===== config.mk =====
export PLATFORM = sky130hd
export DESIGN_NAME = video_timing_monitor
export DESIGN_NICKNAME = d
export VERILOG_FILES = /design/src/rtl/video_timing_monitor.sv
export SDC_FILE = /design/constraint.sdc
export NUM_CORES = 1
export LEC_CHECK = 0
export CAP_MARGIN = 20
export CORE_MARGIN = 4
export CORE_UTILIZATION = 40
export CTS_CLUSTER_DIAMETER = 50
export DETAILED_ROUTE_END_ITERATION = 8
export MAX_ROUTING_LAYER = met4
export PLACE_DENSITY = 0.66
export SYNTH_ARGS = -nofsm -noshare
export SYNTH_HDL_FRONTEND = slang
export SYNTH_SLANG_ARGS = --single-unit

===== constraint.sdc =====
create_clock -name clk -period 5.2 [get_ports clk]
set_input_delay 0.52 -clock clk [delete_from_list [all_inputs] [get_ports clk]]
set_output_delay 0.52 -clock clk [all_outputs]
set_load 0.02 [all_outputs]

===== src/rtl/video_timing_monitor.sv =====
// video_timing_monitor
// Measures the timing of an incoming pixel stream (line length, active width,
// frame length, active height), sums active pixels per frame, and runs a lock
// state machine that reports when timing has been stable for LOCK_FRAMES
// consecutive complete frames. PAL/scandoubled detection is derived from the
// latched frame length and is only reported while locked.
module video_timing_monitor #(
    parameter int LOCK_FRAMES = 2,
    parameter int CW          = 10
) (
    input  logic          clk,
    input  logic          reset,
    input  logic          ce_pix,
    input  logic          hsync,
    input  logic          vsync,
    input  logic          hblank,
    input  logic          vblank,
    input  logic [7:0]    video,
    output logic [CW-1:0] h_total,
    output logic [CW-1:0] h_active,
    output logic [CW-1:0] v_total,
    output logic [CW-1:0] v_active,
    output logic [15:0]   frame_sum,
    output logic          frame_strobe,
    output logic          locked,
    output logic          pal_det,
    output logic          sd_det,
    output logic [1:0]    state_dbg
);

    typedef enum logic [1:0] {
        SEARCH  = 2'd0,
        MEASURE = 2'd1,
        LOCKED  = 2'd2
    } state_t;

    localparam logic [CW-1:0] CNT_MAX      = {CW{1'b1}};
    localparam logic [CW-1:0] CNT_ONE      = CW'(1);
    localparam logic [2:0]    LOCK_TARGET  = 3'(LOCK_FRAMES);
    localparam logic [CW-1:0] PAL_LINES    = CW'(312);
    localparam logic [CW-1:0] PAL_SD_LINES = CW'(624);
    localparam logic [CW-1:0] SD_MIN_LINES = CW'(400);

    state_t        state_q, state_d;
    logic [2:0]    match_q, match_d;
    logic          first_q, first_d;

    logic          hs_prev, vs_prev;
    logic [CW-1:0] h_cnt, ha_cnt;
    logic [CW-1:0] last_len, last_act;
    logic [CW-1:0] first_len;
    logic          have_first;
    logic [CW-1:0] v_cnt, va_cnt;
    logic [15:0]   sum;
    logic          frame_bad;

    logic          hs_rise, vs_rise;
    logic [15:0]   pix_val;
    logic          line_bad;
    logic [CW-1:0] h_inc, ha_inc;
    logic [CW-1:0] v_line, va_line;
    logic [CW-1:0] end_h, end_ha;
    logic          end_bad;
    logic          consistent;

    // Edge detection, saturating increments and the view of the frame that is
    // ending on this sample (an hsync rise in the same sample closes its line
    // into the ending frame before the vsync rise is handled).
    always_comb begin
        hs_rise    = ce_pix & hsync & ~hs_prev;
        vs_rise    = ce_pix & vsync & ~vs_prev;
        pix_val    = (!hblank && !vblank) ? {8'd0, video} : 16'd0;
        h_inc      = (h_cnt == CNT_MAX) ? h_cnt : h_cnt + CNT_ONE;
        ha_inc     = (ha_cnt == CNT_MAX) ? ha_cnt : ha_cnt + CNT_ONE;
        line_bad   = hs_rise & ((h_cnt == CNT_MAX) |
                                (have_first & (h_cnt != first_len)));
        v_line     = (hs_rise && v_cnt != CNT_MAX) ? v_cnt + CNT_ONE : v_cnt;
        va_line    = (hs_rise && !vblank && va_cnt != CNT_MAX) ? va_cnt + CNT_ONE : va_cnt;
        end_h      = hs_rise ? h_cnt : last_len;
        end_ha     = hs_rise ? ha_cnt : last_act;
        end_bad    = frame_bad | line_bad | (v_line == '0);
        consistent = !end_bad && (first_q || (end_h == h_total && v_line == v_total));
    end

    // Lock state machine: next state, match counter and first-frame flag.
    always_comb begin
        state_d = state_q;
        match_d = match_q;
        first_d = first_q;
        case (state_q)
            SEARCH: begin
                if (vs_rise) begin
                    state_d = MEASURE;
                    match_d = 3'd0;
                    first_d = 1'b1;
                end
            end
            MEASURE: begin
                if (vs_rise) begin
                    first_d = 1'b0;
                    if (consistent) begin
                        match_d = match_q + 3'd1;
                    end else begin
                        match_d = end_bad ? 3'd0 : 3'd1;
                    end
                    if (match_d >= LOCK_TARGET) begin
                        state_d = LOCKED;
                    end
                end
            end
            LOCKED: begin
                if (line_bad || (vs_rise && !consistent)) begin
                    state_d = MEASURE;
                    match_d = 3'd0;
                end
            end
            default: begin
                state_d = SEARCH;
                match_d = 3'd0;
                first_d = 1'b0;
            end
        endcase
    end

    // State register; locked follows the state entered on this edge.
    always_ff @(posedge clk) begin
        if (reset) begin
            state_q <= SEARCH;
            match_q <= 3'd0;
            first_q <= 1'b0;
            locked  <= 1'b0;
        end else begin
            state_q <= state_d;
            match_q <= match_d;
            first_q <= first_d;
            locked  <= (state_d == LOCKED);
        end
    end

    // Line/frame counters and the latched per-frame measurements.
    always_ff @(posedge clk) begin
        if (reset) begin
            hs_prev      <= 1'b1;
            vs_prev      <= 1'b1;
            h_cnt        <= '0;
            ha_cnt       <= '0;
            last_len     <= '0;
            last_act     <= '0;
            first_len    <= '0;
            have_first   <= 1'b0;
            v_cnt        <= '0;
            va_cnt       <= '0;
            sum          <= 16'd0;
            frame_bad    <= 1'b0;
            h_total      <= '0;
            h_active     <= '0;
            v_total      <= '0;
            v_active     <= '0;
            frame_sum    <= 16'd0;
            frame_strobe <= 1'b0;
        end else begin
            frame_strobe <= 1'b0;
            if (ce_pix) begin
                hs_prev <= hsync;
                vs_prev <= vsync;
                if (hs_rise) begin
                    h_cnt    <= CNT_ONE;
                    ha_cnt   <= {{(CW-1){1'b0}}, ~hblank};
                    last_len <= h_cnt;
                    last_act <= ha_cnt;
                    if (!have_first) begin
                        first_len  <= h_cnt;
                        have_first <= 1'b1;
                    end
                end else begin
                    h_cnt  <= h_inc;
                    ha_cnt <= hblank ? ha_cnt : ha_inc;
                end
                if (vs_rise) begin
                    v_cnt      <= '0;
                    va_cnt     <= '0;
                    sum        <= pix_val;
                    frame_bad  <= 1'b0;
                    have_first <= 1'b0;
                    if (state_q != SEARCH) begin
                        h_total      <= end_h;
                        h_active     <= end_ha;
                        v_total      <= v_line;
                        v_active     <= va_line;
                        frame_sum    <= sum;
                        frame_strobe <= 1'b1;
                    end
                end else begin
                    v_cnt     <= v_line;
                    va_cnt    <= va_line;
                    sum       <= sum + pix_val;
                    frame_bad <= frame_bad | line_bad;
                end
            end
        end
    end

    assign pal_det   = locked && (v_total == PAL_LINES || v_total == PAL_SD_LINES);
    assign sd_det    = locked && (v_total >= SD_MIN_LINES);
    assign state_dbg = state_q;

endmodule

==> results.txt <==
Outcome = complete, no violations
Worst Path Arrival = 3920 ps
Slew Viols, Final = 0
Post-synth EDFFs = 0
Mux cell area share after synthesis = 3.49%
Synth Area per Inst = 8.28 um^2
Worst Hold Class = reg2reg
Total GRT Usage = 18.3%
Critical Path Slowest Stage Cell = o31ai_1
XOR/XNOR Fraction of Synth Area = 6.81%
Worst Path Max Fanout = 11
Antenna Nets Post-Route = 0
Final setup fails = 0
YS warnings = 0
Residual DRC = 0
Compound-Gate Fraction of Synth Area = 16.3%
Starting Density = 41.2%
First-pass GRT wire length = 29100 um
Power Density = 290 nW/um^2
Number of H-tree levels = 4
Fillers = 1692
Postcts setup bufs = 0
Setup tns final = 0 ps
CTS resizes = 0
Cell chain of the critical path = ha_1 -> nand3_1 -> o31ai_1 -> o221ai_1 -> a221oi_1 -> o2111ai_1 -> o41ai_2 -> a21oi_1 -> o2111ai_1 -> a21oi_1
Top flop regs = frame_sum: 16 flops, sum: 16 flops
Post-synthesis async set-or-reset flop share = 0%
Port bufs = 76
Clock sink count = 154
RSZ-0062 raised after global routing = no
Clock transition at path regs = 60 ps
Leakage power total = 3.09 nW
CTS tree = done
Root buffer cell = clkbuf_16
Std-Cell Core Area = 17500 um^2
WHS = 455 ps
CTS Buf Count = 17
Die Span Y = 142 um
Routed WL per cell = 15.3 um
Number of DRC markers in iteration 0 = 312
Synth Area in Simple Gates = 24.0%
Clock buffer depth = 2
GP Congestion = 0.931
Die span in x = 142 um
Delay of the slowest critical-path stage = 680 ps
ANT cells = 0
Post-Synth Adder-Cell Area = 2.54%
Final period utilization = 69.4%
CP Launch Type = register
Critical path endpoint category = register
PnR Total Power = 2.52 mW
Row count = 48
Max IR drop VDD = 0.231 mV
Least-Margin Pin Slew = 862 ps
Max Freq = 0.277 GHz
Largest family of logic cells by synthesized area = simple AND/OR/NAND/NOR gates
Max-capacitance violation count = 0
Crit Path Category = reg2reg
Synthesis-to-layout area growth = 20.7%
Final Critical Period = 3610 ps
Gate Count Post-Synth = 870
DIE AREA = 20200 um^2
Vias per std cell = 5.35
Total wire length = 17700 um
Ys flop type = dfxtp_1
GRT overflow = 0
PnR worst setup slack = 1590 ps
Hold Fails Final Rpt = 0
Slew HR = 42.6%
Multi-input gate area = 3840 um^2
Pre-antenna DRT Iters = 5
Area of the mapped netlist = 7200 um^2
Fraction of layout cells with a size suffix above 1 = 5.25%
Hold buffers post-CTS = 0
Vias = 6193
Syn_nets = 899
Worst-skew pair later-pin latency = 430 ps
Vias in the first global route = 5762
Synth Register Bits = 154
Sequential element share of the synthesized area = 42.8%
Final nets = 950
Register area = 3080 um^2
Ports = 77
Post-synthesis cell type count = 62
Initial antenna violation count = 0
Dpl ws = 1340 ps
Largest net degree at the start of global routing = 82
Required time of the worst setup path = 5510 ps
Clock skew = 15.1 ps
Final HPWL DP = 12300 um
through the flow:
step                      utilization, %  instances  cell area, um^2
after floorplan                        -        870             7200
after global placement              46.5       1127             8130
after detailed placement            46.5       1127             8130
after CTS                           49.8       1158             8700
after global routing                49.8       1158             8700
final                               49.8       1158             8700
placed cells by master (no fill, tap or decap), types with 6 or more instances in the layout:
master	n
nor2b_1	14
nor4_1	6
nand3_1	15
a22oi_1	6
nor2_1	141
a21oi_1	70
nand3b_1	8
nand4_1	17
mux2i_1	24
and2_1	9
nand2_1	94
ha_1	13
dfxtp_1	154
and3_1	7
nor3_1	18
o21ai_0	15
xnor2_1	29
a211oi_1	39
inv_1	24
buf_4	9
or3_1	7
clkdlybuf4s50_1	75
a311oi_1	6
xor2_1	27
clkbuf_16	17
report_power, final:
group / internal, mW / total [mW] / switching (mW)
Combinational: 0.0510 / 0.125 / 0.0741
Clock: 0.697 / 1.19 / 0.489
Sequential: 1.19 / 1.21 / 0.0147
Total: 1.94 / 2.52 / 0.578
cell type report:
class	count	area share, %
sequential	154	35.4
multi-input combinational	639	44.2
clock buffer	23	5.50
clock inverter	8	0.993
inverter	24	1.04
tap	225	3.24
timing repair buffer	85	9.64
critical path, delay by kind of cell (launching register included):
family / cells / cell delay (ps)
flip-flops: 1 / 530
AND/OR/NAND/NOR: 1 / 250
adder cells (fa/ha/maj): 1 / 370
AO/OA/AOI/OAI: 8 / 2360
layer usage:
layer,routed length (um),part of all wire [%],vias to the layer above,global-route usage [%]
met5,0,0,-,-
met4,267,1.5,0,4.95
met3,604,3.4,25,4.17
met2,8330,47,123,29.5
met1,8490,48,2896,23.3
li1,-,-,3149,-
Yosys cell counts (all sizes together), types with 2 or more instances:
library cell / number / share of area, %
and3: 7 / 0.61
and2b: 2 / 0.21
a211oi: 39 / 4.1
a221oi: 3 / 0.36
inv: 24 / 1.3
nor2b: 14 / 1.2
xnor2: 29 / 3.5
nor3b: 5 / 0.52
and2: 9 / 0.78
and4: 4 / 0.49
nand3b: 8 / 0.83
or2: 5 / 0.43
xor2: 27 / 3.3
o41ai: 3 / 0.47
nor3: 18 / 1.3
and3b: 2 / 0.24
nand4b: 3 / 0.36
clkbuf: 44 / 2.3
dfxtp: 154 / 43
a211o: 2 / 0.24
o32ai: 2 / 0.24
a22oi: 6 / 0.63
a31oi: 2 / 0.17
o211ai: 3 / 0.31
mux2i: 24 / 3.3
o311a: 4 / 0.56
nor4: 6 / 0.52
nor2: 142 / 7.4
buf: 9 / 0.57
ha: 13 / 2.3
o21ai: 17 / 1.2
nand3: 15 / 1.0
nor4bb: 2 / 0.28
o21a: 3 / 0.31
a311oi: 6 / 0.73
o2111ai: 3 / 0.36
nand2: 94 / 4.9
nand2b: 3 / 0.26
a2111oi: 5 / 0.63
a21oi: 70 / 4.9
or3: 7 / 0.61
nand4: 18 / 1.8
kinds of logic (layout without fill, tap and decap cells):
kind of cell	after synthesis	count (layout)
simple gates	366	366
compound gates	178	178
flops	154	154
buf+inv	77	140
xor+xnor	56	56
mux	25	25
fa+ha+maj	14	14
path summary, 6_finish.rpt:
| check | startpoint | to | slack [ps] | cells after the start |
|---|---|---|---|---|
| worst max-delay path | v_cnt[0] | match_q[0] | 1590 | 10 |
| worst max register to register | v_cnt[0] | match_q[0] | 1590 | 10 |
| worst min-delay path | frame_sum[15] | frame_sum[15] | 460 | 2 |
| worst min register to register | frame_sum[15] | frame_sum[15] | 460 | 2 |
Power figures use the tool's default switching activity.
